**src/rtl/cpu_pkg.sv**
```systemverilog
// Shared CPU definitions: opcode map, ALU op codes, flag bit positions,
// branch condition encodings and the execute->memory stage payload.
package cpu_pkg;

  localparam int unsigned DW  = 32;
  localparam int unsigned RW  = 5;
  localparam int unsigned OPW = 5;

  // Opcode map; ADD..XORI is a contiguous group.
  localparam logic [OPW-1:0] OP_ADD   = 5'b00000;
  localparam logic [OPW-1:0] OP_ADDI  = 5'b00001;
  localparam logic [OPW-1:0] OP_SUB   = 5'b00010;
  localparam logic [OPW-1:0] OP_SUBI  = 5'b00011;
  localparam logic [OPW-1:0] OP_CMP   = 5'b00100;
  localparam logic [OPW-1:0] OP_AND   = 5'b00101;
  localparam logic [OPW-1:0] OP_ANDI  = 5'b00110;
  localparam logic [OPW-1:0] OP_OR    = 5'b00111;
  localparam logic [OPW-1:0] OP_ORI   = 5'b01000;
  localparam logic [OPW-1:0] OP_XOR   = 5'b01001;
  localparam logic [OPW-1:0] OP_XORI  = 5'b01010;
  localparam logic [OPW-1:0] OP_MUL   = 5'b01011;
  localparam logic [OPW-1:0] OP_DIV   = 5'b01100;
  localparam logic [OPW-1:0] OP_NOT   = 5'b01101;
  localparam logic [OPW-1:0] OP_MOVEH = 5'b01110;
  localparam logic [OPW-1:0] OP_MOVEL = 5'b01111;
  localparam logic [OPW-1:0] OP_LD    = 5'b10000;
  localparam logic [OPW-1:0] OP_ST    = 5'b10001;
  localparam logic [OPW-1:0] OP_CALL  = 5'b10010;
  localparam logic [OPW-1:0] OP_BR    = 5'b10011;
  localparam logic [OPW-1:0] OP_RET   = 5'b10100;
  localparam logic [OPW-1:0] OP_RETI  = 5'b10101;

  // ALU operation codes used by alu_wrapper.
  localparam logic [2:0] ALU_ADD = 3'd0;
  localparam logic [2:0] ALU_SUB = 3'd1;
  localparam logic [2:0] ALU_AND = 3'd2;
  localparam logic [2:0] ALU_OR  = 3'd3;
  localparam logic [2:0] ALU_XOR = 3'd4;
  localparam logic [2:0] ALU_MUL = 3'd5;
  localparam logic [2:0] ALU_DIV = 3'd6;
  localparam logic [2:0] ALU_NOT = 3'd7;

  // Bit positions inside the 2-bit flag register.
  localparam int unsigned FLAG_Z = 1;
  localparam int unsigned FLAG_N = 0;

  // Branch condition encodings.
  localparam logic [1:0] BR_EQ = 2'b00;
  localparam logic [1:0] BR_NE = 2'b01;
  localparam logic [1:0] BR_LT = 2'b10;
  localparam logic [1:0] BR_GT = 2'b11;

  typedef struct packed {
    logic [OPW-1:0] opcode;
    logic [DW-1:0]  result;
    logic [RW-1:0]  rd;
    logic [DW-1:0]  store_data;
    logic           reg_we;
    logic           mem_we;
    logic           mem_re;
  } stage_payload_t;

  // Resolve a branch condition against the current flag register.
  function automatic logic br_taken(input logic [1:0] flags, input logic [1:0] cond);
    logic z;
    logic n;
    z = flags[FLAG_Z];
    n = flags[FLAG_N];
    case (cond)
      BR_EQ:   br_taken = z;
      BR_NE:   br_taken = !z;
      BR_LT:   br_taken = n;
      default: br_taken = !z && !n;
    endcase
  endfunction

endpackage

```
**src/rtl/skid_buffer.sv**
```systemverilog
// Output register plus one skid entry with valid/ready on both sides.
// Ports:
//   clk, rst              : clock, synchronous active-high reset
//   in_valid/in_ready     : upstream handshake (in_ready = skid entry empty)
//   in_data               : upstream payload
//   out_valid/out_ready   : downstream handshake
//   out_data              : registered payload, stable while stalled
module skid_buffer #(
  parameter int unsigned W = 8
) (
  input  logic         clk,
  input  logic         rst,
  input  logic         in_valid,
  output logic         in_ready,
  input  logic [W-1:0] in_data,
  output logic         out_valid,
  input  logic         out_ready,
  output logic [W-1:0] out_data
);

  logic         skid_valid;
  logic [W-1:0] skid_data;
  logic         push;
  logic         out_free;

  assign in_ready = !skid_valid;
  assign push     = in_valid && in_ready;
  // Output register can take a new beat when empty or delivering this cycle.
  assign out_free = !out_valid || out_ready;

  always_ff @(posedge clk) begin
    if (rst) begin
      out_valid  <= 1'b0;
      out_data   <= '0;
      skid_valid <= 1'b0;
      skid_data  <= '0;
    end else if (out_free) begin
      // Skid entry is older than any new beat, so it drains first; push
      // cannot happen while the skid entry is occupied.
      if (skid_valid) begin
        out_valid  <= 1'b1;
        out_data   <= skid_data;
        skid_valid <= 1'b0;
      end else begin
        out_valid <= push;
        if (push) begin
          out_data <= in_data;
        end
      end
    end else if (push) begin
      skid_valid <= 1'b1;
      skid_data  <= in_data;
    end
  end

endmodule

```
**src/rtl/ex_mem_stage.sv**
```systemverilog
// Execute-to-memory pipeline stage: registers ALU result and decoded
// enables, owns the Z/N flag register, and resolves conditional branches.
// Ports:
//   clk, rst                        : clock, synchronous active-high reset
//   in_valid/in_ready               : upstream handshake
//   in_opcode .. in_br_target       : beat from alu_wrapper
//   out_valid/out_ready             : downstream handshake
//   out_opcode .. out_mem_re        : registered payload and enables
//   flags_q                         : architectural flags {Z, N}
//   redirect/redirect_pc            : one-cycle taken-branch redirect
module ex_mem_stage
  import cpu_pkg::*;
(
  input  logic           clk,
  input  logic           rst,
  input  logic           in_valid,
  output logic           in_ready,
  input  logic [OPW-1:0] in_opcode,
  input  logic [DW-1:0]  in_result,
  input  logic [1:0]     in_flags,
  input  logic [RW-1:0]  in_rd,
  input  logic [DW-1:0]  in_store_data,
  input  logic [1:0]     in_br_cond,
  input  logic [DW-1:0]  in_br_target,
  output logic           out_valid,
  input  logic           out_ready,
  output logic [OPW-1:0] out_opcode,
  output logic [DW-1:0]  out_result,
  output logic [RW-1:0]  out_rd,
  output logic [DW-1:0]  out_store_data,
  output logic           out_reg_we,
  output logic           out_mem_we,
  output logic           out_mem_re,
  output logic [1:0]     flags_q,
  output logic           redirect,
  output logic           redirect_pc_unused_guard,
  output logic [DW-1:0]  redirect_pc
);

  localparam int unsigned PW = $bits(stage_payload_t);

  stage_payload_t pl_in;
  stage_payload_t pl_out;
  logic           sb_in_ready;
  logic           keep;
  logic           flag_op;
  logic           br_fire;

  assign redirect_pc_unused_guard = 1'b0;

  // While redirecting, upstream beats are swallowed so the wrong path drains.
  assign in_ready = !rst && (sb_in_ready || redirect);
  assign keep     = in_valid && in_ready && !redirect;

  // Enable decode and flag-writer classification.
  always_comb begin
    pl_in            = '0;
    pl_in.opcode     = in_opcode;
    pl_in.result     = in_result;
    pl_in.rd         = in_rd;
    pl_in.store_data = in_store_data;
    pl_in.reg_we     = 1'b0;
    pl_in.mem_we     = 1'b0;
    pl_in.mem_re     = 1'b0;
    flag_op          = 1'b0;
    case (in_opcode)
      OP_ADD, OP_ADDI, OP_SUB, OP_SUBI: begin
        pl_in.reg_we = 1'b1;
        flag_op      = 1'b1;
      end
      OP_CMP: flag_op = 1'b1;
      OP_AND, OP_ANDI, OP_OR, OP_ORI, OP_XOR, OP_XORI,
      OP_MUL, OP_DIV, OP_NOT, OP_MOVEH, OP_MOVEL: pl_in.reg_we = 1'b1;
      OP_LD: begin
        pl_in.reg_we = 1'b1;
        pl_in.mem_re = 1'b1;
      end
      OP_ST:   pl_in.mem_we = 1'b1;
      default: ;
    endcase
  end

  // Branch sees the flags before this beat's own (nonexistent) update.
  assign br_fire = keep && (in_opcode == OP_BR) && br_taken(flags_q, in_br_cond);

  // Flag register and redirect pulse.
  always_ff @(posedge clk) begin
    if (rst) begin
      flags_q     <= 2'b00;
      redirect    <= 1'b0;
      redirect_pc <= '0;
    end else begin
      if (keep && flag_op) begin
        flags_q <= in_flags;
      end
      redirect <= br_fire;
      if (br_fire) begin
        redirect_pc <= in_br_target;
      end
    end
  end

  skid_buffer #(
    .W (PW)
  ) u_skid (
    .clk       (clk),
    .rst       (rst),
    .in_valid  (keep),
    .in_ready  (sb_in_ready),
    .in_data   (pl_in),
    .out_valid (out_valid),
    .out_ready (out_ready),
    .out_data  (pl_out)
  );

  assign out_opcode     = pl_out.opcode;
  assign out_result     = pl_out.result;
  assign out_rd         = pl_out.rd;
  assign out_store_data = pl_out.store_data;
  assign out_reg_we     = pl_out.reg_we;
  assign out_mem_we     = pl_out.mem_we;
  assign out_mem_re     = pl_out.mem_re;

endmodule

```
**config.mk**
```make
export PLATFORM = sky130hd
export DESIGN_NAME = ex_mem_stage
export DESIGN_NICKNAME = d
export VERILOG_FILES = /design/src/rtl/cpu_pkg.sv /design/src/rtl/skid_buffer.sv /design/src/rtl/ex_mem_stage.sv
export SDC_FILE = /design/constraint.sdc
export NUM_CORES = 1
export LEC_CHECK = 0
export CORE_ASPECT_RATIO = 1.4
export CORE_MARGIN = 2
export CORE_UTILIZATION = 34
export DETAILED_ROUTE_END_ITERATION = 10
export GPL_ROUTABILITY_DRIVEN = 0
export PLACE_DENSITY = 0.71
export SLEW_MARGIN = 40
export SYNTH_ARGS = -nofsm -noshare
export SYNTH_HDL_FRONTEND = slang
export SYNTH_HIERARCHICAL = 1
export SYNTH_SLANG_ARGS = --single-unit
export TNS_END_PERCENT = 20
```
**constraint.sdc**
```tcl
create_clock -name clk -period 3.3 [get_ports clk]
set_input_delay 0.495 -clock clk [delete_from_list [all_inputs] [get_ports clk]]
set_output_delay 0.495 -clock clk [all_outputs]
set_load 0.05 [all_outputs]
```
# After elaboration in Yosys (flattened, before gate mapping)
# Index checks and enable logic that the tools add are counted.
classes:
  n_eq_ne: 20
  mux: 8
  n_bitwise: 1
  reduce_logical: 24
op_table:
  columns: ["operator", "n"]
  rows:
  - ["2-to-1 mux 77 bit", 2]
  - ["== test 5 x 4 -> 1 bit (second input constant)", 8]
  - ["== test 5 x 3 -> 1 bit (second input constant)", 4]
  - ["OR reduction 16 bit", 1]
  - ["== test 5 bit (second input constant)", 3]
  - ["== test 5 x 2 -> 1 bit (second input constant)", 2]
  - ["logical AND 1 bit", 8]
  - ["zero test 1 bit", 6]
  - ["== test 5 x 1 -> 1 bit (second input constant)", 1]
  - ["zero test 5 bit", 1]
  - ["2-to-1 mux 1 bit", 5]
  - ["OR reduction 5 bit", 1]
  - ["AND reduction 2 bit", 2]
  - ["one-hot mux 1 bit (3 select lines)", 1]
  - ["== test 2 x 1 -> 1 bit (second input constant)", 1]
  - ["== test 2 bit (second input constant)", 1]
  - ["zero test 2 bit", 1]
  - ["logical OR 1 bit", 2]
  - ["nonzero test 2 bit", 1]
  - ["OR reduction 2 bit", 1]
  - ["NOT 1 bit", 1]
word_totals:
  register_bits: 191
  out_inout_bits: 115
  elab_cells: 60

# Longest topological paths before layout
# Gate-level depths: netlist (run 1).
depth:
  depth_word: 8
  mapped_depth: 12
  mapped_depth_nobuf: 5

# Modules after synthesis
# The synthesis (run 1) kept the hierarchy.
modules_own_cells:
  columns: ["module", "instances", "cells_each", "area_each_um2", "seq_area_each_um2"]
  rows:
  - ["skid_buffer", 1, 698, 6344.8, 3123.0]
  - ["ex_mem_stage", 1, 132, 1640.3, 700.7]

# Worst setup path after synthesis (run 1)
# No wires, ideal clock.
synth_timing:
  path_kind: "flip-flop to flip-flop"
  from: "register u_skid.skid_valid"
  to: "register u_skid.out_data[43]"
  arrival_time_ns: 2.355
  required_time_ns: 3.219
  path_slack_ns: 0.864
  stages_incl_launch_ff: 13
  path_cell_list: "dfxtp_1 buf_2 buf_2 buf_2 inv_1 and4bb_2 or2_1 buf_2 and2_1 buf_2 buf_6 buf_6 a211oi_2"
synth_via:
  elab_chain_cells: 8
  word_cells_on_any_way: 9
  classes_between: "1 x mux; 8 x reduce/logical"
synth_lines:
  columns: ["element", "line_no", "rtl"]
  rows:
  - ["from (decl)", "skid_buffer.sv:21", "logic skid_valid;"]
  - ["from (signal assigned)", "skid_buffer.sv:35", "skid_valid <= 1'b0;"]
  - ["from (signal assigned)", "skid_buffer.sv:43", "skid_valid <= 1'b0;"]
  - ["from (signal assigned)", "skid_buffer.sv:51", "skid_valid <= 1'b1;"]
  - ["zero test 1 bit", "skid_buffer.sv:26", "assign in_ready = !skid_valid;"]
  - ["named net sb_in_ready", "ex_mem_stage.sv:44", "logic sb_in_ready;"]
  - ["logical OR 1 bit", "ex_mem_stage.sv:52", "assign in_ready = !rst && (sb_in_ready || redirect);"]
  - ["logical AND 1 bit", "ex_mem_stage.sv:52", null]
  - ["logical AND 1 bit (2 in series)", "ex_mem_stage.sv:53", "assign keep = in_valid && in_ready && !redirect;"]
  - ["named net keep", "ex_mem_stage.sv:45", "logic keep;"]
  - ["logical AND 1 bit", "skid_buffer.sv:27", "assign push = in_valid && in_ready;"]
  - ["nonzero test 2 bit (no source line)", null, null]
  - ["AND reduction 2 bit (no source line)", null, null]
  - ["to (signal assigned)", "skid_buffer.sv:42", "out_data <= skid_data;"]
  - ["to (signal assigned)", "skid_buffer.sv:47", "out_data <= in_data;"]
  - ["to (decl)", "skid_buffer.sv:18", "output logic [W-1:0] out_data"]
# The timed path passes the listed nets, and every way through them passes these cells.
# A chain may end at the register's enable or synchronous reset.

# Worst setup path after layout (run 1)
layout_timing:
  from: "register u_skid.skid_valid"
  to: "output in_ready"
layout_via:
  elab_chain_cells: 3
layout_lines:
  columns: ["element", "line_no", "rtl"]
  rows:
  - ["zero test 1 bit", "skid_buffer.sv:26", null]
  - ["named net sb_in_ready", "ex_mem_stage.sv:44", null]
  - ["logical OR 1 bit", "ex_mem_stage.sv:52", null]
  - ["logical AND 1 bit", "ex_mem_stage.sv:52", null]
  - ["to (decl)", "ex_mem_stage.sv:17", "output logic in_ready,"]
# The timed path passes the listed nets, and every way through them passes these cells.

==> impl_metrics.toml, run 1 <==
[setup_path]
cp-end-kind = "output port"
crit_path_max_fanout = 2
cp.arrival_ns = 1.84
reg2reg_depth = 6
r2r_end = "u_skid/out_data[31]$_SDFFE_PP0P_"
reg2reg_slack_ns = 1.09
r2r_start = "u_skid/skid_valid$_SDFFE_PP0P_"
worstSetupPathType = "reg2out"
crit_path_end = "in_ready"
critPathLaunch = "u_skid/skid_valid$_SDFFE_PP0P_"
cp.required_ns = 2.80
worstSetupStartpointType = "flip-flop"

[clock_network]
path_clk_slew_ns = 0.07
cts_tree = "built"
cts_buffer_depth = 2
cts_resized = 0
numCtsBuffers = 17
cts.hold.buffers_added = 0
cts_root_buf = "clkbuf_16"
cts_max_level = 4
cts_sinks = 191
clock_latency_ns = 0.43
cts_setup_buffers = 0

[floorplanning]
initial_core_util_pct = 34.5
rows = 66
core_sq_um = 23100
die_h_microns = 185
dieArea_sq_um = 24700
pin_count = 229
die_width_microns = 134

[synthesis]
synth_cells = 830
synth_nets = 944
synth_edf_count = 0
ys_seq_elements = 191
yosysTopAreaCellShare_pct = 47.9
synthArstFlopShare_pct = 0
ys_seq_area_share_pct = 47.9
synth_area_sq_um = 7990
synth_top_flop_cell = "dfxtp_1"
synth_cell_types = 34
syn_area_per_cell_sq_um = 9.62
yosysWarningCount = 6
synth_area_leaders = "dfxtp_1 (48%), mux2i_1 (10%), a21oi_1 (9.8%), nand2_1 (7.3%), mux2_4 (5.5%)"
synth_area_leader_cell = "dfxtp_1"

[finish]
fin_cells = 1333
syn_to_final_growth_pct = 38.2
drive_gt1_share_pct = 11.5
antennaDiodeCount = 0
num-fill-cells = 2185
fin_nets = 1128

[global_routing]
antenna_found_initial = 0
grt_max_degree = 81
grt_usage_pct = 17.4
grt_pass1_wl_microns = 34200
overflow = 0
grt_pass1_vias = 6405

[placement]
placed_cells = 1301
hpwl_microns = 13900
portBuffers = 227
preCtsSetupSlack_ns = 0.607

[outcome]
status = "finished, final reports clean"

[timing]
fin_skew_ns = 0.00753
hold_viol = 0
setup_tns_ns = 0
period_minus_slack_ns = 2.33
finalCritPeriodShare_pct = 70.7
rsz0062_at_grt = "false"
tightest_slew_ns = 0.675
slew_headroom_pct = 55.0
fin_ws_ns = 0.968
setup_viol = 0
slew_viol_final = 0
fmax_mhz = 429

[routing]
drt_iter0_drc = 377
via_per_inst = 4.97
drt_pass1_iterations = 7
via_count = 6625
wl_microns = 21700
antenna_left = 0
wl_per_cell_microns = 16.3
drc_errors = 0

[min_path]
hp-class = "reg2reg"

[power_and_ir_drop]
p_leak_uw = 0.00364
power_density_nw_per_um2 = 478
ir_drop_v = 0.000346

[run]
cap_violations = 0
kinds of logic (layout without fill, tap and decap cells):
| logic type | Yosys count | after routing | synth area share (%) |
|---|---|---|---|
| AO/OA/AOI/OAI | 238 | 238 | 19.3 |
| buffers and inverters | 79 | 276 | 5.00 |
| flip-flops | 191 | 191 | 47.9 |
| multiplexers | 111 | 111 | 15.7 |
| other | 1 | 1 | 0.0470 |
| AND/OR/NAND/NOR | 210 | 210 | 12.0 |
stage by stage:
step,hold WS [ns],instance area [sq um],power [uW],util (%)
5_1_grt,0.469,11000,5510,47.7
3_3_place_gp,0.441,10400,3340,45.2
6_report,0.453,11000,5280,47.7
3_5_place_dp,0.446,10500,3350,45.3
4_1_cts,0.438,11000,5350,47.7
2_1_floorplan,0.436,7990,2980,-
layer usage:
layer	routed length, microns	share of wire [%]	GRT usage (%)
met5	0	0	0
met4	695	3.2	7.96
met3	1000	4.6	3.89
met2	10900	50	29.9
met1	9120	42	20.6
registers in the layout, indices dropped and copies added, names as in the netlist:
| name | flops |
|---|---|
| u_skid/skid_valid | 1 |
| u_skid/skid_data | 77 |
| u_skid/out_data | 77 |
| redirect | 1 |
| redirect_pc | 32 |
| flags_q | 2 |
| u_skid/out_valid | 1 |
how the worst min path moves through the flow:
| stage | start | to | depth (start not counted) |
|---|---|---|---|
| after floorplan | u_skid/skid_data[0]$_SDFFE_PP0P_ | u_skid/skid_data[0]$_SDFFE_PP0P_ | 2 |
| after detailed placement | u_skid/skid_data[58]$_SDFFE_PP0P_ | u_skid/skid_data[58]$_SDFFE_PP0P_ | 2 |
| after global placement | u_skid/skid_data[22]$_SDFFE_PP0P_ | u_skid/skid_data[22]$_SDFFE_PP0P_ | 2 |
| after global routing | u_skid/skid_data[75]$_SDFFE_PP0P_ | u_skid/skid_data[75]$_SDFFE_PP0P_ | 2 |
| after CTS | rst | redirect_pc[26]$_SDFFE_PP0P_ | 3 |
| final | u_skid/skid_data[27]$_SDFFE_PP0P_ | u_skid/skid_data[27]$_SDFFE_PP0P_ | 2 |
power breakdown:
group / internal (uW) / switching, uW / total [uW]
combinational: 347 / 514 / 861
clock: 1010 / 967 / 1980
sequential: 2380 / 49.0 / 2430
total: 3750 / 1530 / 5280
critical path: stages, from the launching register on:
cell             delay (ns)
dfxtp_4                0.35
inv_1                  0.08
nor2_1                 0.05
nor2_1                 0.10
clkdlybuf4s50_1        0.83
cells in the final DEF (no fill, tap or decap), types with 2 or more instances in the layout:
cell type | netlist | layout
nor2b_1 | 26 | 26
buf_4 | 1 | 10
nor3_1 | 3 | 3
buf_6 | 4 | 2
mux2i_1 | 81 | 81
or3b_1 | 2 | 2
clkdlybuf4s50_1 | 0 | 226
and2b_1 | 5 | 5
o21ai_1 | 2 | 2
clkbuf_16 | 0 | 17
nand2_1 | 156 | 156
a211oi_2 | 30 | 30
a21oi_1 | 157 | 157
a211oi_1 | 47 | 47
buf_12 | 3 | 5
inv_8 | 0 | 3
dfxtp_1 | 191 | 190
clkinvlp_4 | 0 | 2
inv_6 | 0 | 3
nor2_1 | 7 | 7
mux2_4 | 29 | 29
clkinv_4 | 0 | 6
Yosys cell counts (2+ instances only):
cell,count
buf_2,16
nor2b_1,26
clkbuf_1,53
mux2i_1,81
nor3_1,3
mux2_4,29
nand2_1,156
o21ai_1,2
buf_12,3
and2_1,2
a21oi_1,157
nor2_1,7
and2b_1,5
dfxtp_1,191
a211oi_2,30
buf_6,4
a211oi_1,47
or3b_1,2
final cells by class:
class / instances / area, sq um / share of cell area [%]
inverter: 1 / 3.75 / 0.0340
timing repair buffer: 243 / 2460 / 22.3
multi-input combinational: 560 / 3800 / 34.4
sequential: 191 / 3830 / 34.7
clock inverter: 14 / 128 / 1.16
clock buffer: 18 / 439 / 3.98
tap: 306 / 383 / 3.47
No activity file was read; power rests on OpenSTA's default activity.
==> inputs of run 2 (changes only) <==
Clock period 3.3 ns to 2.25 ns, I/O delays scaled along.
==> impl_metrics.toml, run 2 (synthesized netlist as in run 1, its figures left out) <==
[setup_path]
critPathLaunch = "u_skid/out_data[66]$_SDFFE_PP0P_"
crit_family = "buffers and inverters"
crit_path_cell_trace = "clkdlybuf4s50_1"
crit_path_end = "out_result[26]"
cp.required_ns = 1.91
r2r_start = "u_skid/skid_valid$_SDFFE_PP0P_"
crit_path_top_delay_cell = "clkdlybuf4s50_1"
cp-end-kind = "output port"
worstSetupPathType = "reg2out"
r2r_end = "u_skid/out_data[65]$_SDFFE_PP0P_"
cp.buffers_inverters = 1
cp.arrival_ns = 1.65
crit_path_max_fanout = 2
worstSetupStartpointType = "flip-flop"
reg2reg_depth = 6
path_depth = 1
slowest_delay_ns = 0.88
reg2reg_slack_ns = 0.40

[finish]
regArea_sq_um = 3830
stdcell_area_sq_um = 11100
antennaDiodeCount = 0
fin_cells = 1347
final_common_cell = "clkdlybuf4s50_1"
drive_gt1_share_pct = 12.7
fin_nets = 1142
num-fill-cells = 2164
syn_to_final_growth_pct = 39.5
reg_top3 = "u_skid/out_data x77, u_skid/skid_data x77, redirect_pc x32"
layout_common_cells = "clkdlybuf4s50_1 (224), dfxtp_1 (190), a21oi_1 (157)"
multi_input_area_sq_um = 3800

[clock_network]
cts_setup_buffers = 0
cts_sinks = 191
numCtsBuffers = 17
clock_latency_ns = 0.44
cts_resized = 0
cts_tree = "built"
cts_max_level = 4
cts.hold.buffers_added = 0
cts_buffer_depth = 2
cts_root_buf = "clkbuf_16"
path_clk_slew_ns = 0.07

[floorplanning]
dieArea_sq_um = 24700
die_width_microns = 134
die_h_microns = 185
rows = 66
initial_core_util_pct = 34.5
core_sq_um = 23100
pin_count = 229

[global_routing]
grt_pass1_wl_microns = 34100
antenna_found_initial = 1
grt_max_degree = 120
grt_pass1_vias = 6422
overflow = 0
grt_usage_pct = 17.4

[power_and_ir_drop]
p_int_uw = 5550
comb_power_share_pct = 16.6
ir_drop_v = 0.000504
power.switching_uw = 2170
p_seq_share_pct = 46.2
p_clk_share_pct = 37.2
power_density_nw_per_um2 = 693
switching_share_pct = 28.1
p_leak_uw = 0.00371
fin_total_pwr_uw = 7720

[routing]
via_per_inst = 4.91
drc_errors = 0
met1_length_microns = 9230
wl_met3_microns = 999
drt_pass1_iterations = 4
antenna_left = 0
routed.top_layer = "met5"
wl_per_cell_microns = 16.3
drt_iter0_drc = 350
wl_microns = 21900
dr_wl_met2_microns = 11100
via_count = 6617

[timing]
period_minus_slack_ns = 1.99
fmax_mhz = 503
finalCritPeriodShare_pct = 88.4
fin_ws_ns = 0.260
slew_viol_final = 0
fin_skew_ns = 0.0115
tightest_slew_ns = 0.641
setup_tns_ns = 0
hold_viol = 0
slew_headroom_pct = 57.3
setup_viol = 0
rsz0062_at_grt = "false"

[placement]
hpwl_microns = 14700
preCtsSetupSlack_ns = 0.0104
place_area_sq_um = 10600
placed_cells = 1315
portBuffers = 227

[min_path]
hp-class = "in2reg"

[run]
cap_violations = 0

[outcome]
status = "finished, final reports clean"
==> run 2: cell count changes in the layout (fill, tap and decap cells not counted), moves of 2 or more <==
| cell | change |
|---|---|
| clkdlybuf4s50_1 | -2 |
| clkinv_2 | +4 |
| clkbuf_1 | +2 |
| inv_8 | -3 |
| buf_4 | +16 |
| clkinv_4 | -5 |
==> run 2: layer usage <==
| layer | vias to the layer above | track usage, % |
|---|---|---|
| met5 | - | 0 |
| met4 | 2 | 7.19 |
| met3 | 29 | 3.97 |
| met2 | 147 | 30.6 |
| met1 | 3147 | 20.5 |
| li1 | 3292 | - |
==> run 2: final cells by class <==
| class | count | share of cell area (%) |
|---|---|---|
| clock buffers | 19 | 3.89 |
| clock inverters | 13 | 1.02 |
| flip-flops and latches | 191 | 34.4 |
| well taps | 306 | 3.44 |
| multi-input cells | 560 | 34.1 |
| repair buffers | 257 | 23.1 |
| inverters | 1 | 0.0337 |
==> run 2: power groups by stage <==
stage / combinational (uW) / clock [uW] / sequential [uW]
4_1_cts: 1290 / 2970 / 3570
3_5_place_dp: 1290 / 0 / 3640
2_1_floorplan: 381 / 0 / 3990
5_1_grt: 1350 / 3120 / 3580
6_report: 1280 / 2880 / 3570
3_3_place_gp: 1270 / 0 / 3640
==> run 2: how the worst min path moves through the flow <==
| stage | from | endpoint | slack, ns | cells after the start |
|---|---|---|---|---|
| finish | rst | flags_q[1]$_SDFFE_PP0P_ | 0.39 | 3 |
| global route | rst | u_skid/skid_data[12]$_SDFFE_PP0P_ | 0.40 | 3 |
| CTS | rst | flags_q[1]$_SDFFE_PP0P_ | 0.37 | 3 |
| detailed placement | u_skid/skid_data[10]$_SDFFE_PP0P_ | u_skid/skid_data[10]$_SDFFE_PP0P_ | 0.45 | 2 |
| global placement | u_skid/skid_data[51]$_SDFFE_PP0P_ | u_skid/skid_data[51]$_SDFFE_PP0P_ | 0.44 | 2 |
| floorplan | u_skid/skid_data[0]$_SDFFE_PP0P_ | u_skid/skid_data[0]$_SDFFE_PP0P_ | 0.44 | 2 |
==> run 2: per-stage QoR <==
stage / util [%] / hold WS [ns]
2_1_floorplan: - / 0.436
3_3_place_gp: 45.7 / 0.441
5_1_grt: 48.2 / 0.404
6_report: 48.2 / 0.392
4_1_cts: 48.2 / 0.366
3_5_place_dp: 45.8 / 0.447
==> inputs of run 3 (changes only) <==
Settings changed: CORE_ASPECT_RATIO 1.4 to 0.5, HOLD_SLACK_MARGIN from default to 0.1.
Clock period 2.25 ns to 2.1 ns, I/O delays scaled along.
==> impl_metrics.toml, run 3 (synthesized netlist as in run 1, its figures left out) <==
[placement]
preCtsSetupSlack_ns = -0.177
portBuffers = 227
hpwl_microns = 15300
placed_cells = 1321

[setup_path]
crit_path_cell_trace = "clkdlybuf4s50_1"
worstSetupStartpointType = "flip-flop"
critPathLaunch = "flags_q[0]$_SDFFE_PP0P_"
cp.buffers_inverters = 1
r2r_end = "u_skid/skid_data[37]$_SDFFE_PP0P_"
worstSetupPathType = "reg2out"
r2r_start = "u_skid/skid_valid$_SDFFE_PP0P_"
crit_path_max_fanout = 4
slowest_delay_ns = 0.88
crit_path_top_delay_cell = "clkdlybuf4s50_1"
cp.required_ns = 1.78
reg2reg_depth = 8
crit_family = "buffers and inverters"
cp.arrival_ns = 1.71
cp-end-kind = "output port"
reg2reg_slack_ns = 0.20

[finish]
layout_common_cells = "clkdlybuf4s50_1 (224), dfxtp_1 (190), a21oi_1 (157)"
syn_to_final_growth_pct = 41.9
reg_top3 = "u_skid/out_data x77, u_skid/skid_data x77, redirect_pc x32"
fin_cells = 1354
final_common_cell = "clkdlybuf4s50_1"
drive_gt1_share_pct = 13.4
antennaDiodeCount = 0
fin_nets = 1148
num-fill-cells = 2061

[outcome]
status = "finished, final reports clean"

[timing]
slew_headroom_pct = 50.5
fin_skew_ns = 0.00708
period_minus_slack_ns = 2.02
hold_viol = 0
slew_viol_final = 0
rsz0062_at_grt = "false"
fin_ws_ns = 0.0800
fmax_mhz = 495
setup_viol = 0
finalCritPeriodShare_pct = 96.2
tightest_slew_ns = 0.742

[clock_network]
cts_setup_buffers = 0
clock_latency_ns = 0.44
cts_max_level = 4
cts_tree = "built"
cts_buffer_depth = 2
cts_sinks = 191
numCtsBuffers = 17
cts.hold.buffers_added = 0
path_clk_slew_ns = 0.08
cts_root_buf = "clkbuf_16"
cts_resized = 0

[floorplanning]
rows = 39
initial_core_util_pct = 34.8
dieArea_sq_um = 24800
die_h_microns = 112
pin_count = 229
core_sq_um = 22900
die_width_microns = 221

[routing]
drc_errors = 0
via_per_inst = 4.99
via_count = 6761
drt_pass1_iterations = 6
drt_iter0_drc = 534
wl_per_cell_microns = 16.6
wl_microns = 22500
antenna_left = 0

[global_routing]
grt_pass1_vias = 6742
grt_usage_pct = 18.3
grt_max_degree = 192
antenna_found_initial = 0
grt_pass1_wl_microns = 35700
overflow = 0

[power_and_ir_drop]
p_leak_uw = 0.00380
ir_drop_v = 0.000527
fin_total_pwr_uw = 8430
power_density_nw_per_um2 = 745

[min_path]
hold_end = "u_skid/skid_data[3]$_SDFFE_PP0P_"
holdCritStartpoint = "rst"
hold_depth = 3
hp-class = "in2reg"

[run]
cap_violations = 0
## run 3: routing by layer
layer / vias to the layer above / global-route usage [%] / part of all wire (%)
met5: - / 0 / 0
met4: 0 / 6.04 / 2.3
met3: 29 / 4.82 / 3.6
met2: 123 / 30.1 / 48
met1: 3307 / 23.5 / 46
li1: 3302 / - / -
## run 3: layout make-up
cell class,count,area (sq um),share of cell area (%)
inverter,1,3.75,0.0331
timing repair buffer,263,2730,24.1
sequential,191,3830,33.8
tap,307,384,3.39
clock buffer,18,429,3.79
clock inverter,14,146,1.29
multi-input combinational,560,3800,33.6
## run 3: through the flow
stage               hold slack (ns)  area, sq um  setup TNS (ns)  utilization (%)
finish                        0.390        11300               0             49.4
global route                  0.401        11300               0             49.4
CTS                           0.420        11300               0             49.3
detailed placement            0.448        10700          -13.79             46.8
global placement              0.441        10700           -7.84             46.8
floorplan                     0.436         8020          -0.134                -
## run 3: worst max-delay path by stage
stage	endpoint	depth (start not counted)	slack, ns
after floorplan	u_skid/out_data[43]$_SDFFE_PP0P_	12	-0.005
after global placement	u_skid/skid_data[64]$_SDFFE_PP0P_	8	-0.11
after detailed placement	u_skid/skid_data[37]$_SDFFE_PP0P_	8	-0.18
after CTS	flags_q[0]	1	0.06
after global routing	flags_q[0]	1	0.02
final	flags_q[0]	1	0.08
## run 3: where the power goes
group / internal, uW / total, uW / switching (uW) / leakage, uW
registers: 3750 / 3820 / 73.0 / 0.00155
logic: 584 / 1410 / 829 / 0.00197
clock network: 1680 / 3200 / 1520 / 0.000277
